`config.mk`:
```
export PLATFORM = sky130hd
export DESIGN_NAME = alu_mc_flat
export DESIGN_NICKNAME = d
export VERILOG_FILES = /design/src/rtl/alu_mc_if.sv /design/src/rtl/alu_mc.sv /design/src/flat_wrapper.sv
export SDC_FILE = /design/constraint.sdc
export NUM_CORES = 2
export LEC_CHECK = 0
export CAP_MARGIN = 20
export CELL_PAD_IN_SITES_DETAIL_PLACEMENT = 1
export CELL_PAD_IN_SITES_GLOBAL_PLACEMENT = 1
export CORE_AREA = 3 3 227 229
export CTS_CLUSTER_DIAMETER = 80
export CTS_CLUSTER_SIZE = 24
export DETAILED_ROUTE_END_ITERATION = 10
export DIE_AREA = 0 0 230 232
export PLACE_DENSITY = 0.89
export SLEW_MARGIN = 30
export SYNTH_ARGS = -nofsm -noshare
export SYNTH_HDL_FRONTEND = slang
export SYNTH_SLANG_ARGS = --single-unit
```
`constraint.sdc`:
```
create_clock -name clk_i -period 12.8 [get_ports clk_i]
set_input_delay 2.56 -clock clk_i [delete_from_list [all_inputs] [get_ports clk_i]]
set_output_delay 2.56 -clock clk_i [all_outputs]
set_load 0.02 [all_outputs]
```
`src/rtl/alu_mc_if.sv`:
```
// Opcode package and request/response interface for alu_mc.
// The package carries the ALUCtrl_i encodings shared by the design and its users.

package alu_mc_pkg;

    // ALUCtrl_i opcode encodings
    typedef enum logic [2:0] {
        OP_AND  = 3'd0,
        OP_XOR  = 3'd1,
        OP_SLL  = 3'd2,
        OP_ADD  = 3'd3,
        OP_SUB  = 3'd4,
        OP_MUL  = 3'd5,
        OP_ADDI = 3'd6,
        OP_SRAI = 3'd7
    } alu_op_e;

endpackage

// Request (valid_i/ready_o) and result (valid_o/ready_i) handshakes plus data.
interface alu_mc_if #(
    parameter int WIDTH = 32
);
    logic             valid_i;
    logic             ready_o;
    logic [WIDTH-1:0] data1_i;
    logic [WIDTH-1:0] data2_i;
    logic [2:0]       ALUCtrl_i;
    logic             valid_o;
    logic             ready_i;
    logic [WIDTH-1:0] data_o;
    logic             zero_o;

    // Requester / result consumer side
    modport master (
        output valid_i, data1_i, data2_i, ALUCtrl_i, ready_i,
        input  ready_o, valid_o, data_o, zero_o
    );

    // ALU side
    modport slave (
        input  valid_i, data1_i, data2_i, ALUCtrl_i, ready_i,
        output ready_o, valid_o, data_o, zero_o
    );
endinterface

```
`src/rtl/alu_mc.sv`:
```
// alu_mc: handshaked ALU with registered result (IDLE/BUSY/DONE control).
// Ops: AND, XOR, SLL, ADD, SUB, MUL, ADDI, SRAI on WIDTH-bit two's-complement data.
// Build option: define ALU_MC_MUL_ITER_EN to compute MUL with a shift-add
// iterator (WIDTH cycles in BUSY); otherwise MUL completes in one cycle.

module alu_mc #(
    parameter int WIDTH = 32
) (
    input  logic     clk_i,
    input  logic     rst_i,
    alu_mc_if.slave  bus
);
    import alu_mc_pkg::*;

    localparam int SHW = $clog2(WIDTH);

    typedef enum logic [1:0] {
        IDLE = 2'd0,
        BUSY = 2'd1,
        DONE = 2'd2
    } state_e;

    state_e           state;
    logic             accept;
    logic [SHW-1:0]   shamt;
    logic [WIDTH-1:0] comb_res;
    alu_op_e          op;

`ifdef ALU_MC_MUL_ITER_EN
    logic [WIDTH-1:0] mcand;
    logic [WIDTH-1:0] mplier;
    logic [WIDTH-1:0] acc;
    logic [WIDTH-1:0] acc_next;
    logic [SHW-1:0]   cnt;
`endif

    // Accept in IDLE, or in DONE when the current result is consumed this cycle
    assign bus.ready_o = (state == IDLE) || ((state == DONE) && bus.ready_i);
    assign accept      = bus.valid_i && bus.ready_o;
    assign shamt       = bus.data2_i[SHW-1:0];
    assign op          = alu_op_e'(bus.ALUCtrl_i);

    // Single-cycle datapath for every op handled without the iterator
    always_comb begin
        comb_res = '0;
        case (op)
            OP_AND:  comb_res = bus.data1_i & bus.data2_i;
            OP_XOR:  comb_res = bus.data1_i ^ bus.data2_i;
            OP_SLL:  comb_res = bus.data1_i << shamt;
            OP_ADD:  comb_res = bus.data1_i + bus.data2_i;
            OP_SUB:  comb_res = bus.data1_i - bus.data2_i;
`ifdef ALU_MC_MUL_ITER_EN
            OP_MUL:  comb_res = '0;
`else
            OP_MUL:  comb_res = bus.data1_i * bus.data2_i;
`endif
            OP_ADDI: comb_res = bus.data1_i + bus.data2_i;
            OP_SRAI: comb_res = $unsigned($signed(bus.data1_i) >>> shamt);
            default: comb_res = '0;
        endcase
    end

`ifdef ALU_MC_MUL_ITER_EN
    // Partial-product accumulation for the current iteration
    always_comb begin
        acc_next = acc;
        if (mplier[0]) begin
            acc_next = acc + mcand;
        end
    end
`endif

    // Control FSM with registered result, valid and zero flag
    always_ff @(posedge clk_i) begin
        if (!rst_i) begin
            state       <= IDLE;
            bus.valid_o <= 1'b0;
            bus.data_o  <= '0;
            bus.zero_o  <= 1'b0;
`ifdef ALU_MC_MUL_ITER_EN
            cnt         <= '0;
            acc         <= '0;
            mcand       <= '0;
            mplier      <= '0;
`endif
        end else begin
            case (state)
                IDLE, DONE: begin
                    if (accept) begin
`ifdef ALU_MC_MUL_ITER_EN
                        if (op == OP_MUL) begin
                            state       <= BUSY;
                            bus.valid_o <= 1'b0;
                            bus.zero_o  <= 1'b0;
                            acc         <= '0;
                            mcand       <= bus.data1_i;
                            mplier      <= bus.data2_i;
                            cnt         <= '0;
                        end else
`endif
                        begin
                            state       <= DONE;
                            bus.valid_o <= 1'b1;
                            bus.data_o  <= comb_res;
                            bus.zero_o  <= (comb_res == '0);
                        end
                    end else if ((state == DONE) && bus.ready_i) begin
                        // Result consumed with no follow-on request; data_o keeps its last value
                        state       <= IDLE;
                        bus.valid_o <= 1'b0;
                        bus.zero_o  <= 1'b0;
                    end
                end
                BUSY: begin
`ifdef ALU_MC_MUL_ITER_EN
                    if (cnt == SHW'(WIDTH - 1)) begin
                        state       <= DONE;
                        bus.valid_o <= 1'b1;
                        bus.data_o  <= acc_next;
                        bus.zero_o  <= (acc_next == '0);
                        cnt         <= '0;
                    end else begin
                        acc    <= acc_next;
                        mcand  <= mcand << 1;
                        mplier <= mplier >> 1;
                        cnt    <= cnt + SHW'(1);
                    end
`else
                    state <= IDLE;
`endif
                end
                default: begin
                    state       <= IDLE;
                    bus.valid_o <= 1'b0;
                    bus.zero_o  <= 1'b0;
                end
            endcase
        end
    end

endmodule

```
`src/flat_wrapper.sv`:
```
// flat-port wrapper written by rule: the top's interface ports become plain ports
module alu_mc_flat import alu_mc_pkg::*;
#(
    parameter int WIDTH = 32
)
  (clk_i, rst_i, bus_valid_i, bus_data1_i, bus_data2_i, bus_ALUCtrl_i, bus_ready_i, bus_ready_o, bus_valid_o, bus_data_o, bus_zero_o);
  alu_mc_if #(.WIDTH(WIDTH)) bus_i ();
  input  logic clk_i;
  input  logic rst_i;
  input wire logic [$bits(bus_i.valid_i)-1:0] bus_valid_i;
  input wire logic [$bits(bus_i.data1_i)-1:0] bus_data1_i;
  input wire logic [$bits(bus_i.data2_i)-1:0] bus_data2_i;
  input wire logic [$bits(bus_i.ALUCtrl_i)-1:0] bus_ALUCtrl_i;
  input wire logic [$bits(bus_i.ready_i)-1:0] bus_ready_i;
  output wire logic [$bits(bus_i.ready_o)-1:0] bus_ready_o;
  output wire logic [$bits(bus_i.valid_o)-1:0] bus_valid_o;
  output wire logic [$bits(bus_i.data_o)-1:0] bus_data_o;
  output wire logic [$bits(bus_i.zero_o)-1:0] bus_zero_o;
  assign bus_i.valid_i = bus_valid_i;
  assign bus_i.data1_i = bus_data1_i;
  assign bus_i.data2_i = bus_data2_i;
  assign bus_i.ALUCtrl_i = bus_ALUCtrl_i;
  assign bus_i.ready_i = bus_ready_i;
  assign bus_ready_o = bus_i.ready_o;
  assign bus_valid_o = bus_i.valid_o;
  assign bus_data_o = bus_i.data_o;
  assign bus_zero_o = bus_i.zero_o;
  alu_mc #(.WIDTH(WIDTH)) u_core (.clk_i(clk_i), .rst_i(rst_i), .bus(bus_i));
endmodule
```
==> qor.csv <==
metric,value,unit
cp-end-kind,flop,
antenna_found_initial,7,
areaGrowthSynthToFinish,8.12,%
hpwl,103,mm
drv_slew,0,
grt_pass1_wl,185,mm
critical_path_class,primary input to flop,
synth_area,0.0247,mm2
drv_cap,0,
relSlewSlack,0.240,
hold_viol,0,
fmax,83.5,MHz
cp_slowest_cell,clkdlybuf4s50_1,
cp_max_fo,18,
die_w,230,um
synth.ff_latch_count,34,
core_area,0.0499,mm2
synthesis.instances,2962,
clock_path_buffers,2,
drc_errors,0,
cpPeakStageDelay,1150,ps
cts_tree,done,
syn_nets,3629,
gp_congestion,1.10,
timing.final.crit_period,11970,ps
io-pin-count,106,
nNetsFinal,3643,
synth-edff-count,0,
cp-start-kind,primary input,
drive_gt1_frac,0.0756,
worstHoldPathType,flop to flop,
cpLargestDelayFamily,adder cells,
worstMarginPinSlew,1140,ps
arrival,12200,ps
hold_buffers,0,
netlist-cell-type-count,86,
first_pass_iters,8,
dr.first_iter.drc_count,3185,
root_buffer,clkbuf_16,
async_reset_ff_frac,0,
ctsResizeCount,0,
grt_pass1_vias,27700,
path_buf_inv,4,
dominantRegCellSynth,dfxtp_1,
layout_commonest_cell,fa_1,
routed_wl,128,mm
required,13030,ps
holdWs,479,ps
grt_max_degree,52,
numCtsBuffers,5,
setup_tns,0,ps
clock_latency,290,ps
dieArea,0.0534,mm2
cp_common_cell,fa_1,
start_util,0.496,
cts_sinks,34,
clk_pin_slew,60,ps
rsz0062_at_grt,no,
ctsHtreeMaxLevel,2,
setup_viol,0,
worst_clock_skew,5.15,ps
seq_area_frac_synth,0.0275,
die_y,232,um
wl_per_cell,35.1,um
avgViaCountPerCell,6.80,
num_vias,24800,
post_cts_buffers,0,
rows,82,
period_share,0.935,
layout_common_cells,"409 x fa_1, 407 x inv_1, 350 x nand2_1",
outcome,completed,
grt_overflow,0,
io_buffers,105,
grt_usage,0.476,
synth.avg_cell_area,8.34,um2
yosysWarnings,0,
drtAntennaViolNets,0,
## metrics by stage
| step | utilization | cell area [um2] | std cells | worst slack (ps) |
|---|---|---|---|---|
| finish | 0.536 | 26700 | 3655 | 830 |
| global route | 0.536 | 26700 | 3649 | 571 |
| CTS | 0.536 | 26700 | 3649 | 1050 |
| floorplan | - | 24700 | 2962 | 2120 |
| detailed placement | 0.533 | 26600 | 3641 | 797 |
| global placement | 0.533 | 26600 | 3639 | 1250 |
## layer usage
metal / vias up / routed length [um] / GRT usage
li1: 9750 / - / -
met1: 12400 / 44900 / 0.566
met2: 1962 / 55800 / 0.739
met3: 708 / 16200 / 0.141
met4: 6 / 11400 / 0.341
met5: - / 34 / 0
## path summary, 6_finish.rpt
kind / start / to / slack (ps) / cells past startpoint
max: bus_data2_i[6] / u_core.bus.zero_o$_SDFFE_PN0P_ / 830 / 25
min: u_core.bus.data_o[3]$_SDFFE_PN0P_ / u_core.bus.data_o[3]$_SDFFE_PN0P_ / 480 / 2
max reg2reg: u_core.state[1]$_SDFFE_PN0P_ / u_core.bus.zero_o$_SDFFE_PN0P_ / 9240 / 11
min reg2reg: u_core.bus.data_o[3]$_SDFFE_PN0P_ / u_core.bus.data_o[3]$_SDFFE_PN0P_ / 480 / 2
## sequential cells by signal, indices dropped and copies added, names as in the netlist
register           cells
u_core.bus.data_o     32
u_core.bus.zero_o      1
u_core.state           1
## synth_stat cells (11+ instances only)
cell,number,share of area
fa_1,409,0.33
inv_1,407,0.062
nand2_1,351,0.053
and2_1,315,0.080
ha_1,187,0.095
clkbuf_1,171,0.026
nor2_1,138,0.021
o21ai_0,97,0.020
xnor2_1,83,0.029
a21oi_1,78,0.016
mux2i_1,59,0.024
mux4_2,36,0.033
dfxtp_1,34,0.028
xor2_1,32,0.011
nand3_1,29,0.0059
nor3_1,29,0.0059
mux2_2,28,0.013
o211ai_1,26,0.0079
o22ai_1,24,0.0061
o21a_1,23,0.0070
a211oi_1,22,0.0067
a21o_1,20,0.0061
a31oi_1,20,0.0051
a21boi_0,17,0.0052
and3_1,17,0.0043
nand2b_1,17,0.0043
a221oi_1,15,0.0053
buf_2,15,0.0030
o31ai_1,15,0.0046
or3_1,15,0.0038
a22oi_1,14,0.0043
nor2b_1,12,0.0030
buf_1,11,0.0017
nor4_1,11,0.0028
o221ai_1,11,0.0039
or2_2,11,0.0028
## logic make-up (layout without fill, tap and decap cells)
kind of cell    after synthesis  after routing  synth area share
other cells                   0              6                 0
compound gates              495            495             0.140
xor+xnor                    115            115            0.0408
flops                        34             34            0.0275
mux                         123            123            0.0695
buf+inv                     612            627            0.0955
simple gates                987            987             0.200
fa+ha+maj                   596            596             0.426
## layout make-up
class | count | area [um2]
tap | 672 | 841
antenna | 6 | 15.0
fill | 5910 | 23100
multi-input combinational | 2316 | 21700
clock inverter | 1 | 5.00
sequential | 34 | 681
clock buffer | 7 | 143
timing repair buffer | 210 | 1800
inverter | 409 | 1540
## worst reg2reg max path: stages (launching register included)
cell and delay (ps):
dfxtp_1 320, nand2b_1 150, and2_1 150, buf_4 320
o221a_2 300, o2111ai_1 250, nor4_1 370, nand4_1 240
nor4_1 690, nand4_1 200, nor4_1 290, a41o_1 210
Power is left out: the tool's default activity adds up to more than one toggle a clock period on the data nets, which glitch-free logic cannot reach.
==> RTL change 1, RTL diff (same settings) <==
The option `ALU_MC_MUL_ITER_EN` is turned on by a define.
--- a/src/rtl/alu_mc.sv
+++ b/src/rtl/alu_mc.sv
@@ -2,6 +2,8 @@
 // Ops: AND, XOR, SLL, ADD, SUB, MUL, ADDI, SRAI on WIDTH-bit two's-complement data.
 // Build option: define ALU_MC_MUL_ITER_EN to compute MUL with a shift-add
 // iterator (WIDTH cycles in BUSY); otherwise MUL completes in one cycle.
+
+`define ALU_MC_MUL_ITER_EN
 
 module alu_mc #(
     parameter int WIDTH = 32
Check against the original RTL: not equivalent (a bounded check fails within 4 cycles, from zero or initial values and one cycle with rst_i low).
==> RTL change 1 against the original RTL <==
Worst setup slack gained 3.9 ns. Routed wire length shrank 35%. Sequential cell count grew 102. Sequential share of layout area grew 12 points. Count of clock-buffer cells in the layout grew 10. Final area shrank 31%. Die area is the same. Register-to-register slack lost 0.95 ns. Area after synthesis shrank 34%.
Power is left out: it rests on default switching activity, and per cell area and clock period it moved more than threefold.
==> RTL change 1: results (changes against the original RTL) <==
The tools report the critical hold path startpoint as u_core.bus.data_o[9]. The highest layer touched by signal routing is met5. Number of global-route vias before repair: 18900 (-32%). Final RePlAce weighted congestion: 1.11 (+0.19%).

Following the worst setup path forward leads to its endpoint at u_core.bus.zero_o. The number of instances on the worst hold path was 2 (unchanged); the met2 usage was 47.3% (-27 points). The number of vias per cell came out at 6.65 (-2.1%).

The tools report the number of standard cells after synthesis as 2124 (-28%). After synthesis, the most frequently instantiated cells are nand2_1 (306), nor2_1 (158), o21ai_0 (156). The clock-pin slew on the worst setup and hold paths was 0.07 ns; the number of nets produced by synthesis was 2305 (-36%). The logs give 2193 (-31%) for the number of violations reported at the end of detailed-routing iteration 0 and 1 (-6) for the initial antenna violation count. The per-cell routed wire length is 29.5 um (-16%), and the length of routed met3 wiring is 7550 um (-53%). The largest delay contributor family on the critical path was simple AND/OR/NAND/NOR gates. The most critical setup path has its startpoint at bus_data2_i[2]. For the count of cell types in the netlist, the log shows 90 (+4.7%). For the sequential fraction of the synthesis area, the log shows 16.8% (+14 points). Total CTS buffers: 17 (+12). The sum of met2 wire segment lengths after detailed routing was 36700 um (-34%). The run finished with clean final reports.

The run gives 82900 um (-35%) as the post-detailed-routing wire length. The met1 capacity usage during global routing was 37.5% (-19 points). The placed cell count came out at 2779 (-24%). The logs give 122000 um (-34%) for the global-route wire length before repair and 29.3% (+5.2 points) for the worst slew margin relative to its limit. Signal arrival time at the worst endpoint: 8.42 ns (-3.78 ns).

For the worst slack on hold paths, the log shows 0.482 ns (+0.00264 ns). By area the synthesized netlist is led by dfxtp_1 (17%), mux4_2 (9.0%), ha_1 (8.3%). The number of levels in the clock H-tree is 4 (+2). The library cell contributing the largest single delay on the critical path is or4_1. The maximum number of pins on one net before global-route repair was 114 (+120%). The worst hold path terminates at u_core.bus.data_o[9].

The tools report the aggregate global-route resource usage as 30.0% (-18 points). For the latest clock arrival within the worst-skew pair, the log shows 0.44 ns (+0.15 ns). The source of the worst register-to-register timing path is u_core.acc[6]. The global-route track usage on met3 came out at 5.61% (-8.5 points). The maximum net fanout on the critical path is 52 (+34). The placed wire-length estimate is 60400 um (-41%), and the final worst clock skew is 0.0102 ns (+0.00509 ns). The largest stage delay on the critical path is 0.63 ns (-0.52 ns), and the share of final-layout standard cells stronger than drive strength 1 is 10.5% (+2.9 points). The logs give 32200 um (-28%) for the wire length on met1 and 0 (unchanged) for the warning count from the yosys run.

The setup slack on the worst flop-to-flop path is 8.29 ns (-0.95 ns).
-- RTL change 1: stage by stage --
stage               cell area, um2  setup slack (ns)
global placement             17800              4.72
floorplan                    16200              5.48
finish                       18500              4.77
detailed placement           17800              4.57
CTS                          18400              5.00
global route                 18400              4.56
-- RTL change 1: cell type report --
class / instances / area (um2)
tap: 672 / 841
antenna: 2 / 5.00
sequential: 136 / 2720
timing repair buffer: 160 / 1450
multi-input combinational: 1775 / 12700
clock buffer: 17 / 425
fill: 6097 / 31400
inverter: 36 / 135
clock inverter: 15 / 206
-- RTL change 1: kinds of logic (layout without fill, tap and decap cells) --
kind of cell | after synthesis | in the layout | share of synthesized area [%]
buffers and inverters | 213 | 228 | 5.45
flip-flops | 136 | 136 | 16.8
multiplexers | 157 | 157 | 15.1
AND/OR/NAND/NOR | 799 | 799 | 23.1
other | 0 | 2 | 0
adder cells (fa/ha/maj) | 110 | 110 | 8.57
AO/OA/AOI/OAI | 650 | 650 | 27.8
XOR/XNOR | 59 | 59 | 3.18
==> RTL change 2, RTL diff (same flow settings) <==
Made on the original files. Reset style: asynchronous (`rst_i`), changed in one clocked block.
--- a/src/rtl/alu_mc.sv
+++ b/src/rtl/alu_mc.sv
@@ -71,7 +71,7 @@
 `endif
 
     // Control FSM with registered result, valid and zero flag
-    always_ff @(posedge clk_i) begin
+    always_ff @(posedge clk_i or negedge rst_i) begin
         if (!rst_i) begin
             state       <= IDLE;
             bus.valid_o <= 1'b0;
Function: differs if rst_i is asserted again (counterexample within 4 cycles, from zero or initial values and one cycle with rst_i low); with rst_i held inactive, the same outputs for 10 cycles.
==> RTL change 2 against the original RTL <==
Sequential cell count unchanged. Sequential share of layout area rose by 0.69 points. Count of clock-buffer cells in the layout down 2. Critical path depth grew 1. Final area decreased by 1.8%. Area after synthesis fell by 1.8%. Largest cell class unchanged. Via count fell by 2.1%. Die area stayed put. Routed wire length decreased by 4.7%. Global-route usage shrank 2.0 points. Worst setup slack lost 0.32 ns.
Power is not shown: default switching activity piles up to over one toggle a cycle in this logic, so the estimate is an artifact.
==> RTL change 2: results (changes against the original RTL) <==
The flow ran to the end, and the final reports show no timing, DRC or antenna violations. The fraction of area in registers is 3.24% (+0.69 points). The logs give 3.51% (+0.75 points) for the sequential fraction of the synthesis area and 8.53% (-5.6 points) for the global-route track usage on met3. Area used by multi-input combinational logic: 21100 um2 (-2.9%).

The warning count from the yosys run was 0 (unchanged). Number of iterations in the first detailed-routing pass: 6 (-2). The run gives 2 (unchanged) as the number of levels in the clock H-tree.

The share of final layout cell area taken by non-clock buffers was 6.66% (-0.071 points); the wire length on met1 was 43500 um (-3.1%). The dominant register cell in the synthesized netlist is dfrtp_1. The total number of multi-input combinational cells was 2284 (-1.4%). The largest stage delay on the critical path was 1.19 ns (+0.04 ns).

The final worst-path cycle share is 96.0% (+2.5 points). The largest registers in the layout are u_core.bus.data_o x32, u_core.bus.valid_o x1, u_core.bus.zero_o x1. The worst slew margin relative to its limit came out at 24.5% (+0.43 points).

The diode insertion count for antenna repair is 2 (-4), and the number of storage elements in the synthesis netlist is 34 (unchanged). The number of non-clock buffers was 204 (-2.9%); the share of final-layout standard cells stronger than drive strength 1 was 6.75% (-0.81 points). The number of logic inverters in the finished layout was 417 (+2.0%); the number of vias per cell was 6.72 (-1.2%). The total via count after detailed routing was 24300 (-2.1%). The length of routed met3 wiring came out at 12600 um (-22%).

For the post-detailed-routing wire length, the log shows 122000 um (-4.7%). The placed wire-length estimate was 99200 um (-3.6%); the final worst clock skew was 0.00263 ns (-0.00252 ns). The maximum net fanout on the critical path works out to 17 (-1). The tools report the count of filler cells inserted in the layout as 5976 (+1.1%). The per-instance average area after synthesis was 8.26 um2 (-0.95%).

The global-route wire length before repair is 179000 um (-3.5%). The count of cell types in the netlist was 80 (-7.0%); the initial antenna violation count was 11 (+4). The sum of met2 wire segment lengths after detailed routing came out at 55600 um (-0.48%). The tools report the met2 usage as 74.5% (+0.59 points). The placed cell count is 3611 (-0.82%). The signal arrival time at the worst endpoint was 12.47 ns (+0.27 ns).

Async set-or-reset flop fraction in the synthesized netlist: 100% (+100 points). The run gives 1.12 (+1.8%) as the final RePlAce weighted congestion. The clock network area share was 0.648% (+0.096 points). Maximum number of pins on one net before global-route repair: 53 (+1.9%). Worst slack at placement: 0.618 ns (-0.180 ns).

The number of global-route vias before repair is 27400 (-1.1%), and the number of instances on the worst hold path is 2 (unchanged). The logs give 45.7% (-2.0 points) for the aggregate global-route resource usage and 54.7% (-1.9 points) for the met1 capacity usage during global routing. After synthesis, the cell types taking the most area are fa_1 (34%), ha_1 (9.6%), and2_1 (7.3%).
RTL change 2: cell count changes in the layout (fill, tap and decap cells not counted), moves of 10 or more:
| cell | delta |
|---|---|
| o21a_1 | -10 |
| a21boi_0 | -10 |
| and2_1 | -33 |
| nor2_1 | +19 |
| mux4_2 | -14 |
| a22oi_1 | -10 |
| o21ai_0 | +21 |
| dfrtp_1 | +34 |
| dfxtp_1 | -34 |
| o211a_1 | -10 |
| a21oi_1 | +23 |
RTL change 2: kinds of logic after synthesis:
logic type / count (synthesis) / synth area share [%]
xor gates and xnor gates: 124 / 4.47
muxes: 111 / 6.03
AOI/OAI and AO/OA: 485 / 13.3
and+or+nand+nor: 968 / 19.6
buffers and inverters: 619 / 9.75
adders and majority gates: 596 / 43.4
DFF: 34 / 3.51
RTL change 2: final timing paths:
check | endpoint | slack (ns) | startpoint
max in group asynchronous | u_core.bus.data_o[8] | 9.80 | rst_i
min in group asynchronous | u_core.bus.data_o[25] | 2.68 | rst_i
min | u_core.bus.data_o[6] | 0.50 | u_core.bus.data_o[6]
max reg2reg | u_core.bus.zero_o | 8.67 | u_core.bus.valid_o
max | u_core.bus.zero_o | 0.51 | bus_data2_i[7]
min reg2reg | u_core.bus.data_o[6] | 0.50 | u_core.bus.data_o[6]
RTL change 2: through the flow:
stage          area, um2  util [%]  hold WS [ns]
6_report           26300      52.6         0.496
5_1_grt            26200      52.6         0.525
4_1_cts            26300      52.7         0.493
3_5_place_dp       26100      52.3         0.475
3_3_place_gp       26100      52.3         0.468
2_1_floorplan      24300         -         0.590
